`src/rtl/l1_sched_pkg.sv`:
```
// Shared types and constants for the L1 host scheduler.
package l1_sched_pkg;

   localparam int unsigned DefNumHosts       = 2;
   localparam int unsigned DefMaxOutstanding = 2;
   localparam int unsigned DefWdogCycles     = 64;

   typedef enum logic {
      UNLOCKED = 1'b0,
      LOCKED   = 1'b1
   } lock_state_e;

   // Counter must hold 0..max_out inclusive.
   function automatic int unsigned cnt_width(input int unsigned max_out);
      return $clog2(max_out + 1);
   endfunction

endpackage

```
`src/rtl/l1_rr_pick.sv`:
```
// Rotate-priority encoder: first eligible host scanning upward from rr_ptr, wrapping.
module l1_rr_pick #(
   parameter int unsigned NumHosts = 2,
   parameter int unsigned PtrW     = 1
) (
   input  logic [NumHosts-1:0] eligible,
   input  logic [PtrW-1:0]     rr_ptr,
   output logic [NumHosts-1:0] winner_oh,
   output logic [PtrW-1:0]     winner_idx,
   output logic                any_valid
);

   always_comb begin : pick
      int unsigned pos;
      winner_oh  = '0;
      winner_idx = '0;
      any_valid  = 1'b0;
      pos        = 0;
      for (int unsigned k = 0; k < NumHosts; k++) begin
         pos = int'(rr_ptr) + k;
         if (pos >= NumHosts) pos = pos - NumHosts;
         for (int unsigned h = 0; h < NumHosts; h++) begin
            if (!any_valid && eligible[h] && (h == pos)) begin
               any_valid    = 1'b1;
               winner_oh[h] = 1'b1;
               winner_idx   = PtrW'(h);
            end
         end
      end
   end

endmodule

```
`src/rtl/l1_host_scheduler.sv`:
```
// Round-robin grant of the shared L1 request network with per-host outstanding limits and bus lock.
// Optional starvation watchdog compiled in with L1_SCHED_WDOG_EN.
//
// state    | meaning
// UNLOCKED | any eligible host may be granted
// LOCKED   | only lock_owner may be granted
module l1_host_scheduler
   import l1_sched_pkg::*;
#(
   parameter int unsigned NumHosts       = DefNumHosts,
   parameter int unsigned MaxOutstanding = DefMaxOutstanding,
   parameter int unsigned WdogCycles     = DefWdogCycles
) (
   input  logic                clk_i,
   input  logic                rst_i,
   input  logic [NumHosts-1:0] host_req_valid_i,
   input  logic [NumHosts-1:0] host_lock_i,
   input  logic [NumHosts-1:0] network_ready_i,
   input  logic [NumHosts-1:0] host_resp_valid_i,
   output logic [NumHosts-1:0] host_gnt_o,
   output logic [NumHosts-1:0] resp_err_o,
   output logic [NumHosts-1:0] starve_o,
   output logic                idle_o
);

   localparam int unsigned CntW = cnt_width(MaxOutstanding);
   localparam int unsigned PtrW = (NumHosts > 1) ? $clog2(NumHosts) : 1;

   logic [PtrW-1:0]     rr_ptr;
   logic [CntW-1:0]     out_cnt [NumHosts];
   lock_state_e         lock_state, lock_state_nxt;
   logic [PtrW-1:0]     lock_owner, lock_owner_nxt;
   logic                lock_valid;
   logic [NumHosts-1:0] owner_oh;
   logic [NumHosts-1:0] eligible;
   logic [NumHosts-1:0] rr_oh;
   logic [PtrW-1:0]     rr_idx;
   logic                rr_any;
   logic [NumHosts-1:0] gnt_raw;
   logic [PtrW-1:0]     gnt_idx;
   logic                any_gnt;

   assign lock_valid = (lock_state == LOCKED);

   always_comb begin
      eligible = '0;
      owner_oh = '0;
      for (int unsigned h = 0; h < NumHosts; h++) begin
         owner_oh[h] = (lock_owner == PtrW'(h));
         eligible[h] = host_req_valid_i[h] & network_ready_i[h]
                     & (out_cnt[h] < CntW'(MaxOutstanding))
                     & (!lock_valid | owner_oh[h]);
      end
   end

   l1_rr_pick #(
      .NumHosts (NumHosts),
      .PtrW     (PtrW)
   ) u_rr_pick (
      .eligible   (eligible),
      .rr_ptr     (rr_ptr),
      .winner_oh  (rr_oh),
      .winner_idx (rr_idx),
      .any_valid  (rr_any)
   );

`ifdef L1_SCHED_WDOG_EN
   localparam int unsigned WdW = $clog2(WdogCycles + 1);

   logic [WdW-1:0]      wait_cnt [NumHosts];
   logic [NumHosts-1:0] starving;
   logic [NumHosts-1:0] st_oh;
   logic [PtrW-1:0]     st_idx;
   logic                st_any;

   // Starving hosts still have to be eligible, so lock and limits are honoured.
   always_comb begin
      starving = '0;
      st_oh    = '0;
      st_idx   = '0;
      st_any   = 1'b0;
      for (int unsigned h = 0; h < NumHosts; h++) begin
         starving[h] = (wait_cnt[h] == WdW'(WdogCycles));
         if (!st_any && starving[h] && eligible[h]) begin
            st_any   = 1'b1;
            st_oh[h] = 1'b1;
            st_idx   = PtrW'(h);
         end
      end
   end

   assign gnt_raw  = st_any ? st_oh  : rr_oh;
   assign gnt_idx  = st_any ? st_idx : rr_idx;
   assign starve_o = starving;

   always_ff @(posedge clk_i or posedge rst_i) begin
      if (rst_i) begin
         for (int unsigned h = 0; h < NumHosts; h++) wait_cnt[h] <= '0;
      end else begin
         for (int unsigned h = 0; h < NumHosts; h++) begin
            if (!host_req_valid_i[h] || host_gnt_o[h]) wait_cnt[h] <= '0;
            else if (!starving[h]) wait_cnt[h] <= wait_cnt[h] + WdW'(1);
         end
      end
   end
`else
   assign gnt_raw  = rr_oh;
   assign gnt_idx  = rr_idx;
   assign starve_o = '0;
`endif

   // Grant is forced low while reset is asserted, independent of the clock.
   assign host_gnt_o = rst_i ? '0 : gnt_raw;
   assign any_gnt    = |host_gnt_o;

   always_comb begin
      resp_err_o = '0;
      for (int unsigned h = 0; h < NumHosts; h++)
         resp_err_o[h] = !rst_i & host_resp_valid_i[h] & (out_cnt[h] == '0);
   end

   always_ff @(posedge clk_i or posedge rst_i) begin
      if (rst_i) begin
         rr_ptr <= '0;
         for (int unsigned h = 0; h < NumHosts; h++) out_cnt[h] <= '0;
      end else begin
         if (any_gnt)
            rr_ptr <= (gnt_idx == PtrW'(NumHosts - 1)) ? '0 : gnt_idx + PtrW'(1);
         for (int unsigned h = 0; h < NumHosts; h++) begin
            if (host_gnt_o[h] && !host_resp_valid_i[h])
               out_cnt[h] <= out_cnt[h] + CntW'(1);
            else if (!host_gnt_o[h] && host_resp_valid_i[h] && out_cnt[h] != '0)
               out_cnt[h] <= out_cnt[h] - CntW'(1);
         end
      end
   end

   always_ff @(posedge clk_i or posedge rst_i) begin
      if (rst_i) begin
         lock_state <= UNLOCKED;
         lock_owner <= '0;
      end else begin
         lock_state <= lock_state_nxt;
         lock_owner <= lock_owner_nxt;
      end
   end

   always_comb begin
      lock_state_nxt = lock_state;
      lock_owner_nxt = lock_owner;
      case (lock_state)
         UNLOCKED: begin
            if (|(host_gnt_o & host_lock_i)) begin
               lock_state_nxt = LOCKED;
               lock_owner_nxt = gnt_idx;
            end
         end
         LOCKED: begin
            // Owner either finishes with an unlocked grant or abandons the sequence.
            if (|(owner_oh & host_gnt_o & ~host_lock_i) ||
                |(owner_oh & ~host_req_valid_i & ~host_lock_i))
               lock_state_nxt = UNLOCKED;
         end
         default: lock_state_nxt = UNLOCKED;
      endcase
   end

   always_comb begin
      idle_o = !lock_valid;
      for (int unsigned h = 0; h < NumHosts; h++)
         if (out_cnt[h] != '0) idle_o = 1'b0;
   end

endmodule

```
`config.mk`:
```
export PLATFORM = sky130hd
export DESIGN_NAME = l1_host_scheduler
export DESIGN_NICKNAME = d
export VERILOG_FILES = /design/src/rtl/l1_sched_pkg.sv /design/src/rtl/l1_rr_pick.sv /design/src/rtl/l1_host_scheduler.sv
export SDC_FILE = /design/constraint.sdc
export NUM_CORES = 1
export LEC_CHECK = 0
export CAP_MARGIN = 20
export CORE_AREA = 2 2 39 41
export CTS_BUF_LIST = sky130_fd_sc_hd__clkbuf_8
export DETAILED_ROUTE_END_ITERATION = 8
export DIE_AREA = 0 0 41 43
export PLACE_DENSITY_LB_ADDON = 0.25
export SYNTH_ARGS = -nofsm -noshare
export SYNTH_HDL_FRONTEND = slang
export SYNTH_SLANG_ARGS = --single-unit
```
`constraint.sdc`:
```
create_clock -name clk_i -period 1.89 [get_ports clk_i]
set_input_delay 0.189 -clock clk_i [delete_from_list [all_inputs] [get_ports clk_i]]
set_output_delay 0.189 -clock clk_i [all_outputs]
set_load 0.05 [all_outputs]
```
---- Yosys cells after proc, flatten, opt, wreduce, memory -nomap -nowiden ----
Index checks and enable logic that the tools add are counted.
storage, ports and cells
  register bits after elaboration ......... 7
  bits of input ports ..................... 10
  word-level logic and storage cells ...... 97
operators by class
  $add $sub $neg .......................... 8
  magnitude comparators ................... 4
  equal/unequal tests ..................... 2
  muxes and demuxes ....................... 21
  bitwise operators ....................... 21
  reductions and logical operators ........ 36
operator list
  cell                   count
  $eq 1x32->1 const A    2
  $logic_not 32->1       2
  $mux 32                2
  $ge 32x2->1 const B    1
  $sub 32x2->32 const B  1
  $logic_and 1x1->1      13
  $mux 1                 13
  $and 1x1->1            10
  $and 2x2->2            5
  $mux 2                 5
  $logic_not 1->1        9
  $reduce_bool 2->1      4
  $reduce_or 2->1        4
  $add 2x1->2 const B    2
  $logic_not 2->1        2
  $lt 2x2->1 const B     2
  $not 2->2              2
  $sub 2x1->2 const B    2
  $sub 1x2->3 const B    1
  $add 1x1->2 const B    1
  $ge 1x2->1 const B     1
  $not 1->1              2
  $or 1x1->1             2
  $pmux 1 s2             1
  3 further kinds        3

---- Longest topological paths before layout ----
  word-level depth ........................ 24
  gate-level depth with buffers ........... 4
  mapped depth without buffers ............ 4

---- Modules after synthesis ----
A second synthesis with hierarchy kept.
unflattened totals
  cell total of the unflattened synthesis .. 61
  area, all modules ....................... 484.2 um^2
by module, submodules not included
  module             instances  cells an instance  area an instance (um^2)
  l1_host_scheduler  1          56                 451.7
  l1_rr_pick         1          5                  32.5

---- Least setup slack after synthesis ----
No wires, ideal clock.
  path type ............................... flip-flop to output port
  from .................................... reg out_cnt[3] (netlist bit)
  to ...................................... out resp_err_o[0]
  arrival time ............................ 1.957 ns
  data required time ...................... 1.701 ns
  slack ................................... -0.256 ns
  stages on the path, launching flop included .. 2
  cell sequence ........................... dfrtp_1 -> nor4_1
on the way
  cells in the longest elaborated chain, start to end .. 2
ends and longest elaborated chain
  what                              RTL line                  text
  start: declaration                l1_host_scheduler.sv:30   logic [CntW-1:0] out_cnt [NumHosts];
  start signal: indexed assignment  l1_host_scheduler.sv:131  out_cnt[h] <= out_cnt[h] + CntW'(1);
  start signal: indexed assignment  l1_host_scheduler.sv:133  out_cnt[h] <= out_cnt[h] - CntW'(1);
  $logic_not 2->1                   l1_host_scheduler.sv:119  resp_err_o[h] = !rst_i & host_resp_valid_i[h] & (out_cnt[h] == '0);
  $and 1x1->1                       l1_host_scheduler.sv:119
  end: declaration                  l1_host_scheduler.sv:21   output logic [NumHosts-1:0] resp_err_o,
No other way between the ends.

---- Final worst setup path ----
  from .................................... reg out_cnt[1] (netlist bit)
  to ...................................... out host_gnt_o[1]
on the way
  cells in the longest elaborated chain, start to end .. 15
  elaborated cells on any way between the ends .. 16
ends and longest elaborated chain
  what                             RTL line                  text
  $lt 2x2->1 (*)                   l1_host_scheduler.sv:51   & (out_cnt[h] < CntW'(MaxOutstanding))
  $and 1x1->1 (*)                  l1_host_scheduler.sv:51
  $and 1x1->1 (*)                  l1_host_scheduler.sv:52   & (!lock_valid | owner_oh[h]);
  $logic_and 1x1->1 (2 in series)  l1_rr_pick.sv:23          if (!any_valid && eligible[h] && (h == pos)) begin
  $mux 1                           l1_rr_pick.sv:23
  $logic_not 1->1                  l1_rr_pick.sv:23
  $logic_and 1x1->1 (2 in series)  l1_rr_pick.sv:23
  $mux 1                           l1_rr_pick.sv:23
  $logic_not 1->1                  l1_rr_pick.sv:23
  $logic_and 1x1->1 (2 in series)  l1_rr_pick.sv:23
  $mux 1 (*)                       l1_rr_pick.sv:23
  $mux 2 (*)                       l1_host_scheduler.sv:113  assign host_gnt_o = rst_i ? '0 : gnt_raw;
  end: declaration                 l1_host_scheduler.sv:20   output logic [NumHosts-1:0] host_gnt_o,
Mark *: on every way between the ends. The rest lies on a longest branch, timed or not.

==> metrics.md <==
| Metric | Value |
|---|---|
| Row count | 14 |
| Die H | 43 um |
| Clk sink count | 7 |
| DIE AREA | 1760 um2 |
| Top Usage Layer GRT | met2 |
| Pre-antenna DRT Iters | 2 |
| CP top delay family | flip-flops |
| Worst Slack Setup Final | 0.142 ns |
| Worst Path Class, Setup | reg2out |
| Status | finished, final reports clean |
| Storage cell area | 175 um2 |
| Yosys warns | 0 |
| Synth area leader | dfrtp_1 |
| CTS root buffer | clkbuf_8 |
| Worst r2r src | out_cnt[1] |
| Initial drt markers | 4 |
| Worst vdd ir | 0.550 mV |
| Clock Skew | 0.00380 ns |
| GRT met2 Usage | 23.8% |
| Leakage power | 0.333 nW |
| Post-synthesis instance total | 52 |
| Max Cap Viol | 0 |
| Post-layout min period | 1.75 ns |
| Initial antenna violation count | 0 |
| Post-CTS sizing | 0 |
| Remaining global-route overflow | 0 |
| Total CTS buffers | 3 |
| CTS clk-pin slew, worst paths | 0.04 ns |
| #FFs+latches synth | 7 |
| Share of the synthesized area in the top cell type | 36.6% |
| Avg Synthesized Cell Area | 9.22 um2 |
| Post-route ant nets | 0 |
| Io pins | 17 |
| Area grow syn2layout | 55.1% |
| Vias in the first global route | 443 |
| Final Hold Fails | 0 |
| Syn Std Cell Area | 479 um2 |
| Nets | 81 |
| Crit path buf inv count | 2 |
| Place WS | 0.186 ns |
| Final Setup Violations | 0 |
| Clock latency on the worst-skew pair | 0.23 ns |
| Fin cells | 86 |
| Filler Cell Count | 137 |
| Fraction of the yosys area taken by sequential cells | 36.6% |
| GPL Wtd Cong | 0.705 |
| Commonest cells after routing, fill and taps aside | clkdlybuf4s50_1, inv_1, dfrtp_1 |
| Worst min path class | in2async |
| Share of layout cells above drive strength 1 | 22.9% |
| WP data required | 1.70 ns |
| Final slew viol count | 0 |
| Initial core utilization | 34.6% |
| Drt drc | 0 |
| Critical Path Start | out_cnt[1] |
| F_max | 572 MHz |
| Port buffer count | 14 |
| CP Cell Sequence | nand4bb_1 -> a211o_4 -> inv_1 -> buf_12 |
| HPWL reported at the end of detailed placement | 896 um |
| Largest net degree at the start of global routing | 8 |
| Post-synth cell types | 27 |
| Startpoint types | flip-flop |
| Grt met1 use | 20.8% |
| Post-CTS setup buffers | 0 |
| Pwr per Cell Area | 1120 nW/um2 |
| Slowest CP cell | dfrtp_1 |
| Fin crit share | 92.5% |
| Worst EP arrival | 1.56 ns |
| First-pass GRT wire length | 1.89 mm |
| Area of the multi-input gates | 279 um2 |
| Synth area leaders | dfrtp_1, inv_1, a211o_4 |
| RSZ-0062 raised after global routing | no |
| CP peak stage delay | 0.43 ns |
| Setup TNS | 0 ns |
| Tot GR Track Use | 16.3% |
| Core Area | 1380 um2 |
| Commonest non-fill, non-tap cell in the layout | clkdlybuf4s50_1 |
| Placed Cells | 82 |
| CTS H-tree depth | 1 |
| Drt via density | 5.05 |
| Inserted Diodes | 0 |
| TritonCTS clock tree | built |
| Worst-path fanout max | 6 |
| WL final | 1.16 mm |
| CTS max path bufs | 2 |
| Vias | 434 |
| GRT met3 Usage | 6.81% |
| Worst setup EP type | output port |
| Hold Buf Count CTS | 0 |
| Chip width | 41 um |
| WL/cell | 13.5 um |
state kept, by name, indices dropped and copies added (netlist names):
| signal | flops |
|---|---|
| out_cnt | 4 |
| lock_owner | 1 |
| lock_state | 1 |
| rr_ptr | 1 |
area by class of cell:
type / count / area share (%)
Timing Repair Buffer: 15 / 26.6
Multi-Input combinational cell: 37 / 37.5
Clock buffer: 3 / 5.56
Tap cell: 16 / 2.69
Clock inverter: 1 / 0.505
Sequential cell: 7 / 23.6
Inverter: 7 / 3.54
power by group:
part | internal [mW] | switching (mW) | leakage [nW]
clock | 0.141 | 0.0687 | 0.0269
combinational | 0.174 | 0.185 | 0.217
sequential | 0.198 | 0.0661 | 0.0886
worst min-delay path: stages:
cell             delay (ns)
clkdlybuf4s50_1        0.43
buf_4                  0.17
inv_1                  0.20
final timing paths:
kind | to | depth (start not counted) | slack, ns
max | host_gnt_o[1] | 4 | 0.14
min | out_cnt[1] | 3 | 0.38
max reg2reg | out_cnt[0] | 4 | 0.41
min reg2reg | rr_ptr | 2 | 0.51
max in group asynchronous | out_cnt[2] | 3 | 1.30
min in group clk_i | rr_ptr | 2 | 0.51
kinds of logic after synthesis:
logic type | count (synthesis) | synth area share, %
AOI/OAI and AO/OA | 15 | 23.5
and+or+nand+nor | 18 | 26.9
DFF | 7 | 36.6
other | 1 | 0.783
xor gates and xnor gates | 2 | 3.66
buffers and inverters | 9 | 8.62
synth_stat cells:
master and n:
dfrtp_1 7, inv_1 7, nand2_1 4, a21oi_1 3, o21ai_0 3, a21o_1 2
buf_4 2, nand4b_1 2, nor2_1 2, nor4_1 2, xnor2_1 2, a211o_4 1
a21o_2 1, a2bb2oi_1 1, and4bb_2 1, and4bb_4 1, conb_1 1, nand3b_1 1
nand4_1 1, nand4bb_1 1, nor2b_1 1, nor4b_1 1, o211ai_2 1, o21a_1 1
o21ai_1 1, o31ai_1 1, or4_1 1
per-layer routing:
metal	vias to the layer above	share of wire (%)
met3	0	7.0
met2	13	49
li1	221	-
met5	-	0
met1	200	44
met4	0	0
per-stage QoR:
stage	hold WS [ns]	util [%]	cell area (um2)	total power, mW
2_1_floorplan	-0.00760	-	495	0.472
3_3_place_gp	0.518	50.5	698	0.623
3_5_place_dp	0.509	50.5	698	0.626
4_1_cts	0.392	53.7	743	0.838
5_1_grt	0.422	53.7	743	0.883
6_report	0.384	53.7	743	0.833
Power figures use the tool's default switching activity.
